--- config.mk ---
export PLATFORM = sky130hd
export DESIGN_NAME = crc_frame_seq
export DESIGN_NICKNAME = d
export VERILOG_FILES = /design/src/rtl/crc_frame_seq.sv
export SDC_FILE = /design/constraint.sdc
export NUM_CORES = 1
export LEC_CHECK = 0
export BUFFER_PORTS_ARGS = -buffer_cell sky130_fd_sc_hd__buf_2
export CAP_MARGIN = 20
export CORE_ASPECT_RATIO = 1.5
export CORE_MARGIN = 2
export CORE_UTILIZATION = 40
export DETAILED_ROUTE_END_ITERATION = 8
export GPL_TIMING_DRIVEN = 1
export SLEW_MARGIN = 40
export SYNTH_ARGS = -nofsm -noshare
export SYNTH_HDL_FRONTEND = slang
export SYNTH_SLANG_ARGS = --single-unit
export TNS_END_PERCENT = 20
--- constraint.sdc ---
create_clock -name clk -period 5.05 [get_ports clk]
set_input_delay 1.2625 -clock clk [delete_from_list [all_inputs] [get_ports clk]]
set_output_delay 1.2625 -clock clk [all_outputs]
set_load 0.005 [all_outputs]
--- src/rtl/crc_frame_seq.sv ---
// crc_frame_seq: byte-stream front end for a bit-serial CRC32-MPEG2 engine.
// Accepts framed bytes, clears the engine at each frame start, shifts each
// byte into the engine MSB-first, then captures and reports the frame CRC.
//
// Handshake: a byte transfers on a rising clk edge where axiiv && axiir.
// The upstream source holds axiiv/axiid/axiil stable until that edge.
// axiir is high only in IDLE, and is forced low while abort is asserted.
module crc_frame_seq #(
  parameter int CNT_W = 16
) (
  input  logic             clk,
  input  logic             rst,
  input  logic             axiiv,
  input  logic [7:0]       axiid,
  input  logic             axiil,
  output logic             axiir,
  input  logic             abort,
  output logic             crc_rst,
  output logic             crc_axiiv,
  output logic             crc_axiid,
  input  logic             crc_axiov,
  input  logic [31:0]      crc_axiod,
  output logic [31:0]      crc_out,
  output logic             crc_valid,
  output logic             frame_ok,
  output logic             crc_err,
  output logic [CNT_W-1:0] byte_cnt,
  output logic [2:0]       state_dbg
);

  typedef enum logic [2:0] {
    IDLE  = 3'd0,
    CLR   = 3'd1,
    SHIFT = 3'd2,
    WAIT  = 3'd3,
    DONE  = 3'd4
  } state_t;

  state_t           state;
  logic             ready_q;
  logic             frame_active;
  logic [7:0]       byte_q;
  logic             last_q;
  logic [2:0]       bit_idx;
  logic [CNT_W-1:0] count;
  logic             accept;

  // Ready is registered (high in IDLE) but abort blocks acceptance at once.
  assign axiir     = ready_q & ~abort;
  assign accept    = axiiv & axiir;
  assign state_dbg = state;

  // Sequencer: state, engine drive and result capture, all registered.
  always_ff @(posedge clk) begin
    if (!rst) begin
      state        <= IDLE;
      ready_q      <= 1'b1;
      frame_active <= 1'b0;
      byte_q       <= '0;
      last_q       <= 1'b0;
      bit_idx      <= '0;
      count        <= '0;
      crc_rst      <= 1'b1;
      crc_axiiv    <= 1'b0;
      crc_axiid    <= 1'b0;
      crc_valid    <= 1'b0;
      crc_out      <= '0;
      frame_ok     <= 1'b0;
      crc_err      <= 1'b0;
      byte_cnt     <= '0;
    end else if (abort) begin
      // Drop the frame: engine is cleared and no result is reported.
      state        <= IDLE;
      ready_q      <= 1'b1;
      frame_active <= 1'b0;
      count        <= '0;
      bit_idx      <= '0;
      crc_rst      <= 1'b1;
      crc_axiiv    <= 1'b0;
      crc_axiid    <= 1'b0;
      crc_valid    <= 1'b0;
    end else begin
      crc_rst   <= 1'b0;
      crc_valid <= 1'b0;
      case (state)
        IDLE: begin
          if (accept) begin
            byte_q  <= axiid;
            last_q  <= axiil;
            count   <= (count == {CNT_W{1'b1}}) ? count : count + 1'b1;
            ready_q <= 1'b0;
            if (!frame_active) begin
              // First byte of a frame: clear the engine before shifting.
              state        <= CLR;
              frame_active <= 1'b1;
              crc_rst      <= 1'b1;
            end else begin
              state     <= SHIFT;
              bit_idx   <= '0;
              crc_axiiv <= 1'b1;
              crc_axiid <= axiid[7];
            end
          end
        end
        CLR: begin
          state     <= SHIFT;
          bit_idx   <= '0;
          crc_axiiv <= 1'b1;
          crc_axiid <= byte_q[7];
        end
        SHIFT: begin
          if (bit_idx == 3'd7) begin
            crc_axiiv <= 1'b0;
            crc_axiid <= 1'b0;
            if (last_q) begin
              state <= WAIT;
            end else begin
              state   <= IDLE;
              ready_q <= 1'b1;
            end
          end else begin
            // Present the next bit so the engine sees bit 7-b on SHIFT cycle b.
            bit_idx   <= bit_idx + 3'd1;
            crc_axiid <= byte_q[3'd6 - bit_idx];
          end
        end
        WAIT: begin
          // Engine has absorbed the final bit; its output is the frame CRC.
          crc_out   <= crc_axiod;
          frame_ok  <= crc_axiov && (crc_axiod == 32'h0);
          crc_err   <= !crc_axiov;
          byte_cnt  <= count;
          crc_valid <= 1'b1;
          state     <= DONE;
        end
        DONE: begin
          frame_active <= 1'b0;
          count        <= '0;
          ready_q      <= 1'b1;
          state        <= IDLE;
        end
        default: begin
          state   <= IDLE;
          ready_q <= 1'b1;
        end
      endcase
    end
  end

endmodule

==> out/qor.yml, run 1 <==
timing:
  slew_violations: 0
  max_freq_mhz: 345.7
  finClkSkew_ns: 0.006744
  rsz0062_at_grt: "no"
  setup_viol_count_final: 0
  post-route-period-util_pct: 57.28
  worst_pin_slew_ns: 0.7658
  slew_headroom_pct: 48.88
  finalCriticalPeriod_ns: 2.893
  setup_tns_ns: 0
  hold_violations: 0
pwr:
  sw_frac_of_total_pct: 21.14
  power.share.clock_pct: 47.4
  internal_power_mw: 1.158
  powerDensity_mw_per_mm2: 304.9
  power_frac_comb_pct: 5.0
  ir_worst_vdd_v: 0.0002186
  power_switching_uw: 310.3
  seqPwrFrac_pct: 47.6
  power_mw: 1.468
  p_leak_nw: 1.845
synth:
  synth-adder-area-share_pct: 1.280
  synth_xor_area_share_pct: 0.4481
  synthArstFlopShare_pct: 0
  synth_edf_count: 0
  synth-seq-cells: 87
  synth_top_family_by_area: "simple AND/OR/NAND/NOR gates"
  yosys.area_share.simple_pct: 26.54
  synth_warnings: 0
  synthMuxAreaShare_pct: 5.250
  syn_avg_cell_area_um2: 8.744
  synth_compound_gate_area_share_pct: 18.37
  syn_inst: 447
  syn-cell-area_mm2: 0.003909
  ys_dominant_reg_cell: "dfxtp_1"
  syn_nets: 497
  ys_seq_area_share_pct: 44.56
  synth_cell_types: 60
routing:
  drc_errors: 0
  via_count: 3483
  wl_um: 9901
  vias_per_cell: 5.285
  ant_nets: 0
  routedWlPerCell_um: 15.02
  drt-initial-drc-count: 149
  drt_first_pass_iters: 4
floorplanning:
  core_mm2: 0.009579
  io_pins: 104
  fp.dieW_um: 84.71
  initial_core_util_pct: 40.80
  dieArea_mm2: 0.01059
  die_h_um: 125.1
  num_rows: 44
final_layout:
  nets: 589
  drive_above_1_share_pct: 25.92
  diodes: 0
  areaGrowthSynthToFinish_pct: 23.18
worst_setup_path:
  r2r_slack_ns: 2.79
  crit_start: "abort"
  cp-start-kind: "input port"
  crit_required_ns: 3.79
  r2r_start: "state_dbg[0]"
  r2r-end: "frame_ok"
  cp-end-kind: "primary output"
  rr_worst_depth: 5
  crit_fanout: 8
  crit_arrival_ns: 1.63
  critPathKind: "input port to primary output"
clock_tree:
  clk_pin_slew_ns: 0.06
  clock_latency_ns: 0.34
  cts.path.max_buffers: 2
  ctsResizeCount: 0
  cts.root.buffer_cell: "clkbuf_16"
  cts_setup_buffers: 0
  cts_made_buffers: 9
  postCtsHoldBufs: 0
  htreeDepth: 3
  clock-sinks: 87
  cts_tree: "built"
worst_hold_path:
  holdPathEnd: "frame_ok"
  min_from: "frame_ok"
  hold_class: "flip-flop to flip-flop"
  min_path_cells: 2
status:
  status: "complete, no violations"
grt:
  grt_first_pass_wirelength_um: 16580
  track_usage_pct: 19.36
  grt_overflow_total: 0
  first_global_vias: 3488
  grt_max_degree: 64
  antenna_found_initial: 0
placed_design:
  finalWeightedCongestion: 0.8792
  port_buffers: 103
  place_hpwl_um: 7170
run:
  drv_cap: 0
kinds of logic after synthesis:
logic type,after synthesis
XOR/XNOR,2
adder cells (fa/ha/maj),4
AO/OA/AOI/OAI,98
flip-flops,87
multiplexers,18
buffers and inverters,31
AND/OR/NAND/NOR,207
synthesized netlist by cell type (all sizes together) (2+ instances only):
library cell	count	area, µm²
dfxtp	87	1742
nor4b	2	23.77
a22oi	2	15.01
mux4	2	45.04
a211oi	2	20.02
ha	4	50.05
and4	3	26.28
nor2	13	48.80
or2	2	12.52
nor2b	12	75.07
nor4	10	77.57
a31oi	2	12.51
a21oi	14	81.33
nand4	8	50.05
o31ai	6	45.04
nand3	8	40.04
a2111oi	2	23.77
mux2i	16	160.2
clkbuf	15	56.30
nand2	115	434.2
o21ai	12	63.81
o211ai	3	36.28
or4	5	45.04
nor3b	3	22.52
nand2b	2	12.51
and2	4	25.02
or3	7	45.05
nor3	5	25.02
a21boi	49	367.8
buf	10	60.06
inv	6	22.52
sequential cells by signal, summed over array words and instances, names as in the netlist:
name	flops
crc_out	32
byte_cnt	16
count	16
byte_q	8
bit_idx	3
state_dbg	3
crc_axiid	1
crc_axiiv	1
crc_err	1
crc_rst	1
crc_valid	1
frame_active	1
frame_ok	1
last_q	1
ready_q	1
stage by stage:
stage / util (%) / setup slack, ns / area, µm² / cells / hold WS (ns)
2_1_floorplan: - / 2.410 / 3909 / 447 / 0.4471
3_3_place_gp: 46.92 / 2.144 / 4494 / 643 / 0.4375
3_5_place_dp: 47.00 / 2.142 / 4502 / 643 / 0.4458
4_1_cts: 50.26 / 2.155 / 4815 / 659 / 0.4545
5_1_grt: 50.26 / 2.078 / 4815 / 659 / 0.4716
6_report: 50.26 / 2.157 / 4815 / 659 / 0.4509
critical path: stages:
cell	delay (ns)
buf_2	0.15
nor2b_1	0.10
buf_2	0.11
layout make-up:
type | count | area (µm²)
Multi-Input combinational cell | 329 | 2056
Timing Repair Buffer | 106 | 538.0
Clock buffer | 9 | 225.2
Sequential cell | 87 | 1742
Fill cell | 972 | 4765
Tap cell | 115 | 143.9
Inverter | 6 | 22.52
Clock inverter | 7 | 87.58
power groups by stage:
stage	sequential [mW]	combinational (mW)	clock (mW)
floorplan	0.711	0.0411	0
CTS	0.698	0.0736	0.713
global route	0.699	0.0815	0.742
finish	0.699	0.0728	0.696
detailed placement	0.714	0.0733	0
global placement	0.713	0.0722	0
per-layer routing:
| layer | GRT usage, % | share of wire (%) |
|---|---|---|
| met1 | 21.51 | 40 |
| met2 | 34.41 | 53 |
| met5 | 0 | 0 |
| met3 | 3.762 | 4.4 |
| met4 | 9.991 | 2.4 |
cell usage in the layout, fill, tap and decap left out, drive strengths merged, types with 3 or more instances in the layout:
cell type / instances
clkinv: 4
nor3: 5
buf: 106
o211ai: 3
a21oi: 14
mux2i: 16
o21ai: 12
or3: 7
nand3: 8
nand2: 115
a21boi: 49
nor2b: 12
clkbuf: 9
nor2: 13
and2: 4
inv: 6
o31ai: 6
nor4: 10
nor3b: 3
or4: 5
nand4: 8
and4: 3
ha: 4
dfxtp: 87
worst max-delay path by stage:
stage,to,slack (ns),cells after the start
3_3_place_gp,byte_cnt[7],2.14,5
5_1_grt,axiir,2.08,3
4_1_cts,axiir,2.16,3
2_1_floorplan,axiir,2.41,1
6_report,axiir,2.16,3
3_5_place_dp,count[1],2.14,6
No activity file was read; power rests on OpenSTA's default activity.
==> run 2: changes to the inputs <==
==> constraint.sdc (replaced) <==
create_clock -name clk -period 2.8 [get_ports clk]
set_input_delay 0.7 -clock clk [delete_from_list [all_inputs] [get_ports clk]]
set_output_delay 0.7 -clock clk [all_outputs]
set_load 0.005 [all_outputs]
==> run 2 against run 1 <==
Flip-flop and latch count did not move. Via count fell by 0.20%. Count of clock-buffer cells in the layout rose by 3. Combinational power rose by 83%. Setup slack got worse by 1.5 ns. Cell count rose by 0.61%. Hold slack improved by 0.0039 ns. Sequential share of layout area barely moved. Critical path type is now flip-flop to primary output.
==> out/qor.yml, run 2 (synthesized netlist as in run 1, its figures left out) <==
final_layout:
  final_common_cell: "nand2_1"
  diodes: 0  # unchanged
  areaGrowthSynthToFinish_pct: 23.21  # about the same
  nets: 593  # +0.68%
  final_core_util_pct: 50.27  # about the same
  largest_reg_flops: 32  # unchanged
  biggestRegsByFlops: "crc_out: 32 flops, byte_cnt: 16 flops, count: 16 flops"
  drive_above_1_share_pct: 26.09  # +0.18 points
  stdcell_area_mm2: 0.004816  # about the same
  layout_common_cells: "nand2_1 (114), buf_2 (103), dfxtp_1 (87), a21boi_0 (47), mux2i_1 (16)"
  fin_cells: 663  # +0.61%
  regMostFlops: "crc_out"
placed_design:
  finalWeightedCongestion: 0.8984  # +2.2%
  place_hpwl_um: 7417  # +3.5%
  dp_slack_ns: 0.6136  # -1.529 ns
  dpl-instance-area_mm2: 0.004524  # +0.50%
  port_buffers: 103  # unchanged
  dpl.cell_count: 647  # +0.62%
timing:
  slew_headroom_pct: 48.21  # -0.66 points
  hold_violations: 0  # unchanged
  post-route-period-util_pct: 75.02
  finalCriticalPeriod_ns: 2.101
  holdWs_ns: 0.4549  # +0.003938 ns
  setup_viol_count_final: 0  # unchanged
  worst_slack_ns: 0.6993  # -1.458 ns
  slew_violations: 0  # unchanged
  finClkSkew_ns: 0.007047  # +0.0003029 ns
  rsz0062_at_grt: "no"
  setup_tns_ns: 0  # unchanged
  worst_pin_slew_ns: 0.7757  # +0.009916 ns
  max_freq_mhz: 476.0
pwr:
  p_leak_nw: 1.855  # +0.57%
  power_mw: 2.571  # +75%
  powerDensity_mw_per_mm2: 533.8  # +75%
  ir_worst_vdd_v: 0.0003715  # +70%
routing:
  routedWlPerCell_um: 14.95  # -0.52%
  top_layer_used: "met4"
  vias_per_cell: 5.243  # -0.80%
  wl_um: 9909  # about the same
  drt-initial-drc-count: 204  # +37%
  route.met3.wl_um: 397  # -9.4%
  ant_nets: 0  # unchanged
  drt-met1-wl_um: 4006  # +0.60%
  via_count: 3476  # -0.20%
  wl_met2_um: 5339  # +1.8%
  drt_first_pass_iters: 4  # unchanged
  drc_errors: 0  # unchanged
floorplanning:
  die_h_um: 125.1  # unchanged
  dieArea_mm2: 0.01059  # unchanged
  initial_core_util_pct: 40.80  # unchanged
  io_pins: 104  # unchanged
  num_rows: 44  # unchanged
  fp.dieW_um: 84.71  # unchanged
  core_mm2: 0.009579  # unchanged
worst_setup_path:
  crit_slowest_cell: "dfxtp_1"
  crit_required_ns: 2.10  # -1.69 ns
  path_cells: "buf_2"
  max_stage_delay_ns: 0.82  # +0.67 ns
  crit_arrival_ns: 1.40  # -0.23 ns
  critPathKind: "flip-flop to primary output"
  cp_top_family: "flip-flops"
  cp-start-kind: "flip-flop"
  crit_buf_inv: 1  # -1
  crit_fanout: 17  # +9
  cp-end-kind: "primary output"
grt:
  antenna_found_initial: 0  # unchanged
  track_usage_pct: 19.09  # -0.27 points
  grt_overflow_total: 0  # unchanged
  grt_first_pass_wirelength_um: 16300  # -1.7%
  grt_max_degree: 40  # -38%
  first_global_vias: 3467  # -0.60%
clock_tree:
  cts_made_buffers: 9  # unchanged
  clk_pin_slew_ns: 0.06  # about the same
  clock-sinks: 87  # unchanged
  cts_tree: "built"
  cts.path.max_buffers: 2  # unchanged
  cts.root.buffer_cell: "clkbuf_16"
  clock_latency_ns: 0.34  # about the same
  postCtsHoldBufs: 0  # unchanged
  htreeDepth: 3  # unchanged
  cts_setup_buffers: 0  # unchanged
  ctsResizeCount: 0  # unchanged
status:
  status: "complete, no violations"
run:
  drv_cap: 0  # unchanged
worst_hold_path:
  hold_class: "flip-flop to flip-flop"
[run 2: cell type report]
| type | instances | area [µm²] |
|---|---|---|
| fill | 951 | 4763 |
| sequential | 87 | 1742 |
| clock inverter | 4 | 45.04 |
| multi-input combinational | 329 | 2048 |
| clock buffer | 12 | 246.5 |
| inverter | 6 | 22.52 |
| timing repair buffer | 110 | 568.0 |
| tap | 115 | 143.9 |
[run 2: final timing paths]
kind / start / endpoint / slack (ns) / cells after the start
setup / recovery: state_dbg[2] / state_dbg[2] / 0.70 / 1
hold / removal: frame_ok / frame_ok / 0.45 / 2
setup reg to reg: bit_idx[0] / crc_axiid / 0.79 / 6
hold reg to reg: frame_ok / frame_ok / 0.45 / 2
[run 2: metal layers]
layer / vias to the layer above / track usage, %
met1: 1620 / 20.96
met2: 82 / 33.95
met4: 0 / 8.683
met5: - / 0
met3: 13 / 4.884
li1: 1761 / -
[run 2: power breakdown]
part / total [mW] / leakage (nW) / switching, mW / internal [mW]
Clock: 1.18 / 0.146 / 0.467 / 0.711
Combinational: 0.133 / 1.01 / 0.0683 / 0.0643
Sequential: 1.26 / 0.702 / 0.0107 / 1.25
==> run 3: changes to the inputs <==
==> constraint.sdc (replaced) <==
create_clock -name clk -period 2.1 [get_ports clk]
set_input_delay 0.525 -clock clk [delete_from_list [all_inputs] [get_ports clk]]
set_output_delay 0.525 -clock clk [all_outputs]
set_load 0.005 [all_outputs]
==> run 3 against run 2 <==
First-iteration DRC count decreased by 38%. Register-to-register slack worse by 0.52 ns. Flip-flop and latch count did not move. Critical endpoint is now count[12].
==> out/qor.yml, run 3 (synthesized netlist as in run 1, its figures left out) <==
pwr:
  power_switching_uw: 722.2  # +32%
  power.share.clock_pct: 48.4  # +2.6 points
  seqPwrFrac_pct: 46.5  # -2.5 points
  internal_power_mw: 2.884  # +42%
  power_frac_comb_pct: 5.0  # -0.2 points
  powerDensity_mw_per_mm2: 729.4  # +37%
  ir_worst_vdd_v: 0.0004401  # +18%
  p_leak_nw: 1.931  # +4.1%
  sw_frac_of_total_pct: 20.02  # -1.2 points
  power_mw: 3.607  # +40%
final_layout:
  stdcell_area_mm2: 0.004945  # +2.7%
  nFillCells: 930  # -2.2%
  areaGrowthSynthToFinish_pct: 26.50
  regMostFlops: "crc_out"
  final_common_cell: "nand2_1"
  nets: 602  # +1.5%
  diodes: 0  # unchanged
  drive_above_1_share_pct: 27.52  # +1.4 points
  largest_reg_flops: 32  # unchanged
  layout_common_cells: "nand2_1 (114), buf_2 (103), dfxtp_1 (87), a21boi_0 (47), mux2i_1 (16)"
  fin_cells: 671  # +1.2%
  biggestRegsByFlops: "crc_out: 32 flops, byte_cnt: 16 flops, count: 16 flops"
  final_core_util_pct: 51.62  # +1.3 points
routing:
  routedWlPerCell_um: 14.99  # +0.30%
  ant_nets: 0  # unchanged
  top_layer_used: "met4"
  route.met3.wl_um: 381  # -4.0%
  drt-met1-wl_um: 3981  # -0.62%
  wl_um: 10060  # +1.5%
  wl_met2_um: 5433  # +1.8%
  via_count: 3562  # +2.5%
  drt_first_pass_iters: 4  # unchanged
  vias_per_cell: 5.308  # +1.3%
  drc_errors: 0  # unchanged
  drt-initial-drc-count: 127  # -38%
placed_design:
  finalWeightedCongestion: 0.8902  # -0.91%
  dpl.cell_count: 656  # +1.4%
  dpl-instance-area_mm2: 0.004604  # +1.8%
  place_hpwl_um: 7527  # +1.5%
  port_buffers: 103  # unchanged
floorplanning:
  num_rows: 44  # unchanged
  io_pins: 104  # unchanged
  dieArea_mm2: 0.01059  # unchanged
  initial_core_util_pct: 40.80  # unchanged
  fp.dieW_um: 84.71  # unchanged
  die_h_um: 125.1  # unchanged
  core_mm2: 0.009579  # unchanged
grt:
  grt_max_degree: 62  # +55%
  grt_overflow_total: 0  # unchanged
  first_global_vias: 3408  # -1.7%
  track_usage_pct: 19.50  # +0.41 points
  antenna_found_initial: 0  # unchanged
  grt_first_pass_wirelength_um: 16620  # +2.0%
clock_tree:
  cts_setup_buffers: 0  # unchanged
  cts.root.buffer_cell: "clkbuf_16"
  cts_made_buffers: 9  # unchanged
  postCtsHoldBufs: 0  # unchanged
  cts_tree: "built"
  clock-sinks: 87  # unchanged
  htreeDepth: 3  # unchanged
  clk_pin_slew_ns: 0.06  # about the same
  cts.path.max_buffers: 2  # unchanged
  clock_latency_ns: 0.34  # about the same
worst_setup_path:
  crit_required_ns: 2.36  # +0.26 ns
  crit_arrival_ns: 2.09  # +0.69 ns
  crit_fanout: 6  # -11
  cp-end-kind: "flip-flop"
  cp-start-kind: "flip-flop"
  critPathKind: "flip-flop to flip-flop"
timing:
  rsz0062_at_grt: "no"
  max_freq_mhz: 545.7
  finalCriticalPeriod_ns: 1.833
  setup_tns_ns: 0  # unchanged
  slew_headroom_pct: 62.99  # +15 points
  setup_viol_count_final: 0  # unchanged
  worst_pin_slew_ns: 0.5552  # -0.2205 ns
  finClkSkew_ns: 0.004447  # -0.002600 ns
  post-route-period-util_pct: 87.27
  hold_violations: 0  # unchanged
  slew_violations: 0  # unchanged
status:
  status: "complete, no violations"
worst_hold_path:
  hold_class: "input port to flip-flop"
run:
  drv_cap: 0  # unchanged
[run 3: layout make-up]
class                      count  area (µm²)  area share [%]
sequential                    87        1742           35.22
inverter                       6       22.52          0.4555
multi-input combinational    329        2057           41.60
timing repair buffer         119       648.1           13.11
clock buffer                  12       266.5           5.390
tap                          115       143.9           2.910
clock inverter                 3       65.06           1.316
[run 3: critical path, cell delays in order (launching register included)]
cell	delay (ns)
dfxtp_1	0.42
ha_1	0.25
nand2_2	0.11
or2_1	0.33
or4_4	0.51
a21oi_2	0.14
[run 3: power groups by stage]
stage	Clock [mW]	Combinational (mW)	Sequential, mW
after floorplan	0	0.0987	1.71
after global placement	0	0.180	1.71
after detailed placement	0	0.183	1.71
after CTS	1.78	0.184	1.68
after global routing	1.85	0.201	1.68
final	1.75	0.181	1.68
[run 3: worst paths after layout]
path / end / startpoint / slack [ns] / depth (start not counted)
hold reg to reg: frame_ok / frame_ok / 0.45 / 2
setup / recovery: count[12] / count[0] / 0.27 / 5
setup reg to reg: count[12] / count[0] / 0.27 / 5
hold / removal: crc_out[13] / crc_axiod[13] / 0.44 / 3
[run 3: stage by stage]
| step | hold slack (ns) | worst slack [ns] |
|---|---|---|
| final | 0.4416 | 0.2674 |
| after global routing | 0.4551 | 0.08842 |
| after CTS | 0.4356 | 0.1801 |
| after detailed placement | 0.4431 | 0.1511 |
| after global placement | 0.4362 | 0.1853 |
| after floorplan | 0.4471 | 0.3507 |
[run 3: repair_timing]
item / 4_1_cts / 5_1_grt
resized for setup: 0 / 1
setup endpoints to repair: 0 / 1
endpoints found under the hold margin: 0 / 0
[run 3: per-layer routing]
layer	vias up	GRT usage [%]
met4	0	8.964
met2	76	35.90
met3	20	3.498
met5	-	0
met1	1687	21.22
li1	1779	-
